### src/rtl/alu_muldiv_seq_pkg.sv
// Shared ALU op codes and the mul/div sequencer's op and state encodings.
package alu_pkg;

   localparam logic [2:0] ALU_PASS_B = 3'b000;
   localparam logic [2:0] ALU_ADD    = 3'b010;
   localparam logic [2:0] ALU_SUB    = 3'b011;
   localparam logic [2:0] ALU_AND    = 3'b100;
   localparam logic [2:0] ALU_OR     = 3'b101;
   localparam logic [2:0] ALU_XOR    = 3'b110;

   typedef enum logic {
      MD_MUL = 1'b0,
      MD_DIV = 1'b1
   } md_op_e;

   typedef enum logic [1:0] {
      IDLE = 2'd0,
      RUN  = 2'd1,
      DONE = 2'd2
   } md_state_e;

endpackage

### src/rtl/alu_muldiv_seq_if.sv
// Request/operand/result bus between the mul/div sequencer (master) and the
// EX-stage arbiter plus shared ALU (slave).
interface alu_muldiv_seq_if #(
   parameter int WIDTH = 64
) ();

   logic             alu_req;
   logic             alu_gnt;
   logic [WIDTH-1:0] alu_a;
   logic [WIDTH-1:0] alu_b;
   logic [2:0]       alu_ctrl;
   logic [WIDTH-1:0] alu_result;
   logic             alu_carry;

   modport master (
      output alu_req, alu_a, alu_b, alu_ctrl,
      input  alu_gnt, alu_result, alu_carry
   );

   modport slave (
      input  alu_req, alu_a, alu_b, alu_ctrl,
      output alu_gnt, alu_result, alu_carry
   );

endinterface

### src/rtl/alu_muldiv_seq.sv
// Iterative 64-bit unsigned multiply (shift-add) / divide (restoring) that
// borrows the shared ALU one granted cycle per iteration.
module alu_muldiv_seq
   import alu_pkg::*;
#(
   parameter int WIDTH = 64,
   parameter int ITER  = 64
) (
   input  logic             clk,
   input  logic             rst_n,
   input  logic             start,
   input  logic             op,
   input  logic [WIDTH-1:0] opa,
   input  logic [WIDTH-1:0] opb,
   output logic             busy,
   output logic             done,
   output logic [WIDTH-1:0] result_lo,
   output logic [WIDTH-1:0] result_hi,
   alu_muldiv_seq_if.master alu
);

   localparam int CNT_W = $clog2(ITER + 1);

   md_state_e        state_q, state_d;
   md_op_e           op_q, op_d;
   // acc holds P (MUL) or R (DIV); mc holds M (MUL, shifts) or D (DIV, fixed)
   logic [WIDTH-1:0] acc_q, acc_d;
   logic [WIDTH-1:0] mc_q, mc_d;
   logic [WIDTH-1:0] q_q, q_d;
   logic [WIDTH-1:0] res_lo_q, res_lo_d;
   logic [WIDTH-1:0] res_hi_q, res_hi_d;
   logic [CNT_W-1:0] cnt_q, cnt_d;

   logic [WIDTH-1:0] shl_s;
   logic             fire;
   logic             last;
   logic             sub_ok;
   logic             div_zero;

   assign shl_s    = {acc_q[WIDTH-2:0], q_q[WIDTH-1]};
   assign fire     = (state_q == RUN) && alu.alu_gnt;
   assign last     = fire && (cnt_q == CNT_W'(ITER - 1));
   // R[63] set means the shifted remainder exceeds any 64-bit divisor
   assign sub_ok   = alu.alu_carry | acc_q[WIDTH-1];
   assign div_zero = (md_op_e'(op) == MD_DIV) && (opb == '0);

   always_ff @(posedge clk or negedge rst_n) begin
      if (!rst_n) state_q <= IDLE;
      else        state_q <= state_d;
   end

   always_comb begin
      state_d = state_q;
      case (state_q)
         IDLE:    if (start) state_d = div_zero ? DONE : RUN;
         RUN:     if (last) state_d = DONE;
         DONE:    state_d = IDLE;
         default: state_d = IDLE;
      endcase
   end

   always_comb begin
      op_d     = op_q;
      acc_d    = acc_q;
      mc_d     = mc_q;
      q_d      = q_q;
      cnt_d    = cnt_q;
      res_lo_d = res_lo_q;
      res_hi_d = res_hi_q;
      case (state_q)
         IDLE: begin
            if (start) begin
               op_d  = md_op_e'(op);
               cnt_d = '0;
               acc_d = '0;
               if (md_op_e'(op) == MD_MUL) begin
                  mc_d = opa;
                  q_d  = opb;
               end else begin
                  mc_d = opb;
                  q_d  = opa;
               end
               if (div_zero) begin
                  res_lo_d = '1;
                  res_hi_d = opa;
               end
            end
         end
         RUN: begin
            if (fire) begin
               cnt_d = cnt_q + 1'b1;
               if (op_q == MD_MUL) begin
                  if (q_q[0]) acc_d = alu.alu_result;
                  mc_d = mc_q << 1;
                  q_d  = q_q >> 1;
               end else if (sub_ok) begin
                  acc_d = alu.alu_result;
                  q_d   = {q_q[WIDTH-2:0], 1'b1};
               end else begin
                  acc_d = shl_s;
                  q_d   = {q_q[WIDTH-2:0], 1'b0};
               end
               // results capture the post-iteration values on the final edge
               if (last) begin
                  res_lo_d = (op_q == MD_MUL) ? acc_d : q_d;
                  res_hi_d = (op_q == MD_MUL) ? '0 : acc_d;
               end
            end
         end
         default: ;
      endcase
   end

   always_ff @(posedge clk or negedge rst_n) begin
      if (!rst_n) begin
         op_q     <= MD_MUL;
         acc_q    <= '0;
         mc_q     <= '0;
         q_q      <= '0;
         cnt_q    <= '0;
         res_lo_q <= '0;
         res_hi_q <= '0;
      end else begin
         op_q     <= op_d;
         acc_q    <= acc_d;
         mc_q     <= mc_d;
         q_q      <= q_d;
         cnt_q    <= cnt_d;
         res_lo_q <= res_lo_d;
         res_hi_q <= res_hi_d;
      end
   end

   always_comb begin
      busy         = 1'b0;
      done         = 1'b0;
      alu.alu_req  = 1'b0;
      alu.alu_a    = '0;
      alu.alu_b    = '0;
      alu.alu_ctrl = ALU_PASS_B;
      case (state_q)
         RUN: begin
            busy        = 1'b1;
            alu.alu_req = 1'b1;
            alu.alu_b   = mc_q;
            if (op_q == MD_MUL) begin
               alu.alu_a    = acc_q;
               alu.alu_ctrl = ALU_ADD;
            end else begin
               alu.alu_a    = shl_s;
               alu.alu_ctrl = ALU_SUB;
            end
         end
         DONE:    done = 1'b1;
         default: ;
      endcase
   end

   assign result_lo = res_lo_q;
   assign result_hi = res_hi_q;

endmodule

### src/flat_wrapper.sv
// flat-port wrapper written by rule: the top's interface ports become plain ports
module alu_muldiv_seq_flat import alu_pkg::*;
#(
   parameter int WIDTH = 64,
   parameter int ITER  = 64
)
  (clk, rst_n, start, op, opa, opb, busy, done, result_lo, result_hi, alu_alu_req, alu_alu_a, alu_alu_b, alu_alu_ctrl, alu_alu_gnt, alu_alu_result, alu_alu_carry);
  alu_muldiv_seq_if #(.WIDTH(WIDTH)) alu_i ();
  input  logic clk;
  input  logic rst_n;
  input  logic start;
  input  logic op;
  input  logic [WIDTH-1:0] opa;
  input  logic [WIDTH-1:0] opb;
  output logic busy;
  output logic done;
  output logic [WIDTH-1:0] result_lo;
  output logic [WIDTH-1:0] result_hi;
  output wire logic [$bits(alu_i.alu_req)-1:0] alu_alu_req;
  output wire logic [$bits(alu_i.alu_a)-1:0] alu_alu_a;
  output wire logic [$bits(alu_i.alu_b)-1:0] alu_alu_b;
  output wire logic [$bits(alu_i.alu_ctrl)-1:0] alu_alu_ctrl;
  input wire logic [$bits(alu_i.alu_gnt)-1:0] alu_alu_gnt;
  input wire logic [$bits(alu_i.alu_result)-1:0] alu_alu_result;
  input wire logic [$bits(alu_i.alu_carry)-1:0] alu_alu_carry;
  assign alu_alu_req = alu_i.alu_req;
  assign alu_alu_a = alu_i.alu_a;
  assign alu_alu_b = alu_i.alu_b;
  assign alu_alu_ctrl = alu_i.alu_ctrl;
  assign alu_i.alu_gnt = alu_alu_gnt;
  assign alu_i.alu_result = alu_alu_result;
  assign alu_i.alu_carry = alu_alu_carry;
  alu_muldiv_seq #(.WIDTH(WIDTH), .ITER(ITER)) u_core (.clk(clk), .rst_n(rst_n), .start(start), .op(op), .opa(opa), .opb(opb), .busy(busy), .done(done), .result_lo(result_lo), .result_hi(result_hi), .alu(alu_i));
endmodule
### config.mk
export PLATFORM = sky130hd
export DESIGN_NAME = alu_muldiv_seq_flat
export DESIGN_NICKNAME = d
export VERILOG_FILES = /design/src/rtl/alu_muldiv_seq_pkg.sv /design/src/rtl/alu_muldiv_seq_if.sv /design/src/rtl/alu_muldiv_seq.sv /design/src/flat_wrapper.sv
export SDC_FILE = /design/constraint.sdc
export NUM_CORES = 1
export LEC_CHECK = 0
export CORE_ASPECT_RATIO = 1.4
export CORE_MARGIN = 4
export CORE_UTILIZATION = 52
export DETAILED_ROUTE_END_ITERATION = 8
export PLACE_DENSITY_LB_ADDON = 0.05
export SYNTH_ARGS = -nofsm -noshare
export SYNTH_HDL_FRONTEND = slang
export SYNTH_SLANG_ARGS = --single-unit
### constraint.sdc
create_clock -name clk -period 2.6 [get_ports clk]
set_clock_uncertainty 0.15 [all_clocks]
set_input_delay 0.52 -clock clk [delete_from_list [all_inputs] [get_ports clk]]
set_output_delay 0.52 -clock clk [all_outputs]
set_load 0.05 [all_outputs]
[Word level (Yosys, flattened, before mapping)]
Index checks and enable logic that the tools add are counted.
Widths: inputs -> output; s select.
Word-level totals
  register bits after elaboration: 330
  input port bits: 198
  output and inout bits: 262
  logic and storage cells: 72
Cells by class
  $add $sub $neg: 1
  eq/ne operators: 8
  multiplexer cells: 43
  bitwise logic cells: 1
  reductions and logical operators: 11
Operator list (number)
  $mux 64: 26
  $pmux 64 s2: 5
  $logic_not 64->1: 1
  $mux 7: 2
  $pmux 7 s2: 1
  $add 7x1->7 const B: 1
  $eq 7x6->1 const B: 1
  $mux 2: 3
  $ne 2x1->1 const B: 3
  $reduce_and 5->1: 1
  $mux 1: 4
  $ne 2x2->1 const B: 2
  $pmux 2 s2: 1
  $reduce_and 2->1: 2
  $reduce_and 4->1: 1
  $logic_and 1x1->1: 3
  $mux 3: 1
  $reduce_and 3->1: 1
  $eq 2x1->1 const B: 1
  $eq 2x2->1 const B: 1
  $logic_not 2->1: 1
  $reduce_bool 2->1: 1
  $or 1x1->1: 1

[Longest topological paths before layout]
  depth in word-level cells: 7
  depth in mapped cells: 8
  depth with buffers taken out: 6

[Least setup slack after synthesis]
Ideal clock, no wire load.
  path type: register to output
  start: register u_core.op_q
  end: output alu_alu_a[0]
  arrival: 2.131 ns
  data required time: 1.930 ns
  path slack: -0.201 ns
  stages on the path, launching flop included: 7
  buffers on the path: 4
  cells stage by stage: dfrtp_1 buf_2 clkbuf_1 buf_2 buf_1 mux2i_1 nor2_1
On the way
  longest elaborated chain between the ends: 2
Ends and longest elaborated chain
  start, declared: RTL line alu_muldiv_seq.sv:25  | md_op_e op_q, op_d;
  start signal, assigned: RTL line alu_muldiv_seq.sv:124  | op_q <= op_d;
  $mux 64: RTL line alu_muldiv_seq.sv:146  | if (op_q == MD_MUL) begin
  $mux 64: RTL line alu_muldiv_seq.sv:141  | case (state_q)
  end, declared: RTL line flat_wrapper.sv:20  | output wire logic [$bits(alu_i.alu_a)-1:0] alu_alu_a;
No other way between the ends.

[Final worst setup path]
  start: input opb[56]
  end: register u_core.res_lo_q[31], in the netlist u_core.result_lo[31]
On the way
  longest elaborated chain between the ends: 4
Ends and longest elaborated chain
  start, declared: RTL line flat_wrapper.sv:14  | input logic [WIDTH-1:0] opb;
  $logic_not 64->1: RTL line alu_muldiv_seq.sv:45  | assign div_zero = (md_op_e'(op) == MD_DIV) && (opb == '0);
  $logic_and 1x1->1: RTL line alu_muldiv_seq.sv:45
  $ne 2x1->1 (no source line)
  $reduce_and 5->1 (no source line)
  end signal, assigned: RTL line alu_muldiv_seq.sv:129  | res_lo_q <= res_lo_d;
  end, declared: RTL line alu_muldiv_seq.sv:30  | logic [WIDTH-1:0] res_lo_q, res_lo_d;
No other way between the ends.
A chain may end at the register's enable or synchronous reset.

==> report_table.html <==
<table>
<tr><th>Metric</th><th>Value</th></tr>
<tr><th colspan="2">Status</th></tr>
<tr><td>Outcome</td><td>finished clean</td></tr>
<tr><th colspan="2">Floorplan</th></tr>
<tr><td># rows</td><td>85</td></tr>
<tr><td>Placeable core region</td><td>around 0.039 sq mm</td></tr>
<tr><td>Number of top-level design ports</td><td>460</td></tr>
<tr><td>Die area</td><td>0.0428 sq mm</td></tr>
<tr><td>DIE WIDTH</td><td>176 um</td></tr>
<tr><td>Initial Util</td><td>a little over half</td></tr>
<tr><td>Vertical extent of the die</td><td>around 240 um</td></tr>
<tr><th colspan="2">Synth</th></tr>
<tr><td>Total nets after synthesis</td><td>2323</td></tr>
<tr><td>Warnings from Yosys</td><td>0</td></tr>
<tr><td>Proportion of synthesized flip-flops having asynchronous set or reset</td><td>between 90% and 100%</td></tr>
<tr><td>EDFF count, synth</td><td>0</td></tr>
<tr><td>Distinct cell type count of the synthesized netlist</td><td>47</td></tr>
<tr><td>Avg Inst Size Synth</td><td>9.68 sq um</td></tr>
<tr><td>Share of synthesized area occupied by flip-flops and latches</td><td>40.2%</td></tr>
<tr><td>Most used DFF post-synth</td><td>sky130_fd_sc_hd__dfrtp_1</td></tr>
<tr><td>Flip-flop and latch count after synthesis</td><td>330</td></tr>
<tr><td>Cells after synthesis</td><td>about 2.1k</td></tr>
<tr><td>Total standard cell area after synthesis</td><td>0.0206 sq mm</td></tr>
<tr><th colspan="2">Power</th></tr>
<tr><td>Internal power of the cells</td><td>23.9 mW</td></tr>
<tr><td>Fraction of power consumed by combinational cells</td><td>68.2%</td></tr>
<tr><td>Share of power burned in the clock network</td><td>between 10 and 15%</td></tr>
<tr><td>Overall Power</td><td>46.5 mW</td></tr>
<tr><td>Maximum ir drop on the vdd rail</td><td>just under 1 mV</td></tr>
<tr><td>Net switching component of the power</td><td>22.6 mW</td></tr>
<tr><td>Fraction of power consumed by sequential logic</td><td>20.4%</td></tr>
<tr><td>Cell leakage power</td><td>13.4 nW</td></tr>
<tr><td>Power density over cell area</td><td>~1600 mW/mm^2</td></tr>
<tr><td>Switching part of the total power</td><td>48.7%</td></tr>
<tr><th colspan="2">Timing</th></tr>
<tr><td>Actual slew at the worst max-slew pin</td><td>between 0.6 and 0.7 ns</td></tr>
<tr><td>Portion of the clock cycle consumed by the worst path in the final layout</td><td>100%</td></tr>
<tr><td>Post-Route Setup TNS</td><td>0 ns</td></tr>
<tr><td>Final Setup Violations</td><td>0</td></tr>
<tr><td>Final Hold Vio Count</td><td>0</td></tr>
<tr><td>Count of final max-slew check failures</td><td>0</td></tr>
<tr><td>Fmax</td><td>0.385 GHz</td></tr>
<tr><td>Setup repair after global routing missed its margin</td><td>true</td></tr>
<tr><td>Relative slew slack</td><td>57.5%</td></tr>
<tr><td>Post-layout minimum cycle time</td><td>2.60 ns</td></tr>
<tr><th colspan="2">Setup path</th></tr>
<tr><td>Category of the critical setup timing path</td><td>in -&gt; reg</td></tr>
<tr><td>End of the worst register-to-register path</td><td>u_core.result_lo[31]</td></tr>
<tr><td>Startpoint type of the worst setup path</td><td>input port</td></tr>
<tr><td>Launching point of the worst reg2reg path</td><td>u_core.cnt_q[0]</td></tr>
<tr><td>Required time of the critical path</td><td>between 2 and 3 ns</td></tr>
<tr><td>Worst setup path endpoint</td><td>u_core.result_lo[31]</td></tr>
<tr><td>Crit path max fanout</td><td>9</td></tr>
<tr><td>Depth of the worst register-to-register path</td><td>9</td></tr>
<tr><td>Critical path capture point type</td><td>flop</td></tr>
<tr><td>Startpoint of the worst setup timing path</td><td>opb[56]</td></tr>
<tr><td>Register-to-register setup slack</td><td>0.12 ns</td></tr>
<tr><td>Data arrival at the endpoint of the critical path</td><td>2.85 ns</td></tr>
<tr><th colspan="2">Global routing</th></tr>
<tr><td>Initial antenna violation count</td><td>7</td></tr>
<tr><td>Overall global routing resource usage</td><td>33.4%</td></tr>
<tr><td>Global route total overflow</td><td>0</td></tr>
<tr><td>Pin count of the biggest net entering global routing</td><td>87</td></tr>
<tr><td>Number of global-route vias before repair</td><td>19.7k</td></tr>
<tr><td>Wire length of the first global-routing pass</td><td>114000 um</td></tr>
<tr><th colspan="2">Clock tree</th></tr>
<tr><td>Number of CTS-inserted buffers</td><td>36</td></tr>
<tr><td>Clock tree buffer depth</td><td>3</td></tr>
<tr><td>Num Clock Sinks</td><td>330</td></tr>
<tr><td>Worst-skew pair later-pin latency</td><td>0.54 ns</td></tr>
<tr><td>Root buffer selected by CTS</td><td>sky130_fd_sc_hd__clkbuf_16</td></tr>
<tr><td>Clock tree from TritonCTS</td><td>yes</td></tr>
<tr><td>Number of levels in the clock H-tree</td><td>2</td></tr>
<tr><td>CTS clock-pin slew for the worst setup and hold paths</td><td>0.06 ns</td></tr>
<tr><th colspan="2">Route</th></tr>
<tr><td>DRC violations left</td><td>0</td></tr>
<tr><td>Via density per instance</td><td>6.09</td></tr>
<tr><td>Wirelength per Cell</td><td>~24 um</td></tr>
<tr><td>First-pass iteration count of the detailed router</td><td>6</td></tr>
<tr><td>DR vias</td><td>19.2k</td></tr>
<tr><td>Detailed Route Iter0 Violations</td><td>1531</td></tr>
<tr><td>Routed Wire Length</td><td>76000 um</td></tr>
<tr><td>ANT nets after route</td><td>0</td></tr>
<tr><th colspan="2">Layout</th></tr>
<tr><td>Area of all sequential standard cells</td><td>between 0.008 and 0.009 sq mm</td></tr>
<tr><td>Number of nets in the final layout</td><td>2799</td></tr>
<tr><td>Post-layout instance area</td><td>0.0297 sq mm</td></tr>
<tr><td>Final non-filler cell total</td><td>3153</td></tr>
<tr><td>Total area of multi-input combinational cells</td><td>0.0118 sq mm</td></tr>
<tr><td>Share of post-route cells with drive strength above 1</td><td>27.4%</td></tr>
<tr><td>Filler instances</td><td>about 2.7k</td></tr>
<tr><td>Area growth from synthesis to final layout</td><td>44.4%</td></tr>
<tr><th colspan="2">Placement</th></tr>
<tr><td>HPWL Detailed</td><td>48300 um</td></tr>
<tr><td>Last weighted congestion value of the routability-driven placer</td><td>0.885</td></tr>
<tr><td>Placed Cells incl. Taps</td><td>3046</td></tr>
<tr><td>Standard cell area after detailed placement</td><td>0.0274 sq mm</td></tr>
<tr><td>Buffers added on ports</td><td>458</td></tr>
<tr><th colspan="2">Hold path</th></tr>
<tr><td>Path type of the worst min-delay path</td><td>reg -&gt; reg</td></tr>
<tr><th colspan="2">Run</th></tr>
<tr><td>Maximum Capacitance Violations</td><td>0</td></tr>
</table>
==> sequential cells by signal, summed over array words and instances (netlist names) <==
register and flops:
u_core.result_hi 64, u_core.mc_q 64, u_core.acc_q 64, u_core.cnt_q 7, u_core.q_q 64, u_core.state_q 2
u_core.op_q 1, u_core.result_lo 64
==> worst min-delay path by stage <==
stage / endpoint / from / cells after the start / slack (ns)
after floorplan: u_core.acc_q[0] / rst_n / 0 / 0.07
after CTS: u_core.mc_q[36] / u_core.mc_q[36] / 2 / 0.33
after global placement: u_core.result_hi[58] / rst_n / 1 / 0.30
after global routing: u_core.mc_q[36] / u_core.mc_q[36] / 2 / 0.34
after detailed placement: u_core.mc_q[56] / rst_n / 1 / 0.30
final: u_core.mc_q[61] / u_core.mc_q[61] / 2 / 0.32
==> Yosys cell counts (all sizes together) (2+ instances only) <==
| cell | n | share of area [%] |
|---|---|---|
| a211o | 3 | 0.13 |
| nor2b | 124 | 3.8 |
| a211oi | 122 | 4.5 |
| nor2 | 138 | 2.6 |
| nand3 | 4 | 0.097 |
| o21ai | 254 | 6.2 |
| nand2 | 205 | 3.7 |
| and2 | 64 | 1.9 |
| nand4 | 5 | 0.15 |
| mux2 | 253 | 16 |
| nand2b | 2 | 0.061 |
| a21o | 62 | 2.3 |
| o211ai | 2 | 0.073 |
| nor4 | 15 | 0.49 |
| xor2 | 3 | 0.13 |
| inv | 7 | 0.13 |
| clkbuf | 115 | 2.1 |
| nor3 | 4 | 0.12 |
| dfrtp | 330 | 40 |
| buf | 70 | 2.4 |
| a21oi | 132 | 3.2 |
| mux2i | 195 | 9.5 |
==> repair_timing <==
item / CTS / global route
endpoints found under the hold margin: 39 / 0
pin swaps: 4 / 13
cloned: 11 / 6
hold buffers: 1 / 0
setup endpoints to repair: 257 / 241
setup buffers: 11 / 9
resized for setup: 51 / 73
==> layout by cell type, fill, tap and decap left out, types with 5 or more instances in the layout <==
cell type                         count
sky130_fd_sc_hd__dfrtp_1            326
sky130_fd_sc_hd__clkdlybuf4s50_1    304
sky130_fd_sc_hd__o21ai_0            254
sky130_fd_sc_hd__nand2_1            203
sky130_fd_sc_hd__mux2i_1            182
sky130_fd_sc_hd__mux2_2             153
sky130_fd_sc_hd__buf_12             132
sky130_fd_sc_hd__a21oi_1            131
sky130_fd_sc_hd__buf_4              129
sky130_fd_sc_hd__nor2b_1            124
sky130_fd_sc_hd__a211oi_1           122
sky130_fd_sc_hd__mux2_4             100
sky130_fd_sc_hd__nor2_1              75
sky130_fd_sc_hd__a21o_1              62
sky130_fd_sc_hd__and2_1              54
sky130_fd_sc_hd__nor2_2              47
sky130_fd_sc_hd__clkbuf_16           43
sky130_fd_sc_hd__nor2_4              16
sky130_fd_sc_hd__dlymetal6s2s_1      16
sky130_fd_sc_hd__buf_6               13
sky130_fd_sc_hd__mux2i_2             12
sky130_fd_sc_hd__clkbuf_1            11
sky130_fd_sc_hd__bufbuf_16           10
sky130_fd_sc_hd__and2_2               7
sky130_fd_sc_hd__nor4_2               7
sky130_fd_sc_hd__clkbuf_8             7
sky130_fd_sc_hd__buf_16               7
sky130_fd_sc_hd__inv_1                6
sky130_fd_sc_hd__diode_2              5
sky130_fd_sc_hd__nand4_1              5
sky130_fd_sc_hd__clkinv_2             5
==> critical path, stage by stage <==
cell and delay (ns):
sky130_fd_sc_hd__clkdlybuf4s50_1 0.45, sky130_fd_sc_hd__nor4_2 0.36, sky130_fd_sc_hd__buf_4 0.17, sky130_fd_sc_hd__nand4_1 0.22, sky130_fd_sc_hd__nor3_2 0.25, sky130_fd_sc_hd__a21oi_4 0.12
sky130_fd_sc_hd__buf_4 0.17, sky130_fd_sc_hd__buf_6 0.12, sky130_fd_sc_hd__clkbuf_16 0.17, sky130_fd_sc_hd__mux2_4 0.30
==> layout make-up <==
class	count	area share [%]
clock inverter	9	0.413
multi-input combinational	1602	39.8
timing repair buffer	623	26.0
antenna	5	0.0421
sequential	330	27.8
inverter	7	0.114
clock buffer	55	3.58
tap	522	2.20
==> logic make-up (layout without fill, tap and decap cells) <==
kind of cell | Yosys count | in the layout | share of synthesized area [%]
compound gates | 582 | 582 | 16.6
xor+xnor | 4 | 4 | 0.170
fa+ha+maj | 1 | 1 | 0.0608
buf+inv | 192 | 694 | 4.66
flops | 330 | 330 | 40.2
mux | 448 | 448 | 25.2
other cells | 1 | 6 | 0.0182
simple gates | 566 | 566 | 13.2
==> metrics by stage <==
step / util (%) / hold WS (ns) / worst slack, ns
2_1_floorplan: - / 0.0744 / -0.0686
3_3_place_gp: 70.5 / 0.303 / -0.873
3_5_place_dp: 70.5 / 0.301 / -0.843
4_1_cts: 75.2 / 0.326 / -0.0282
5_1_grt: 76.5 / 0.338 / -0.0351
6_report: 76.5 / 0.320 / 0.000718
==> power by group through the flow <==
stage | sequential, mW | clock, mW | combinational (mW)
floorplan | 11.9 | 0 | 15.9
global placement | 9.41 | 0 | 28.0
detailed placement | 9.49 | 0 | 28.7
CTS | 9.38 | 5.32 | 30.7
global route | 9.75 | 5.55 | 33.3
finish | 9.51 | 5.29 | 31.7
==> routing by layer <==
layer  vias up  share of wire (%)  global-route usage (%)  wire length, um
li1       8490                  -                       -                -
met1      9428                 37                    40.2            27900
met2      1004                 49                    56.3            37500
met3       263                7.6                    6.34             5760
met4         2                6.4                    18.6             4840
met5         -              0.017                       0               13
Power figures use the tool's default switching activity.
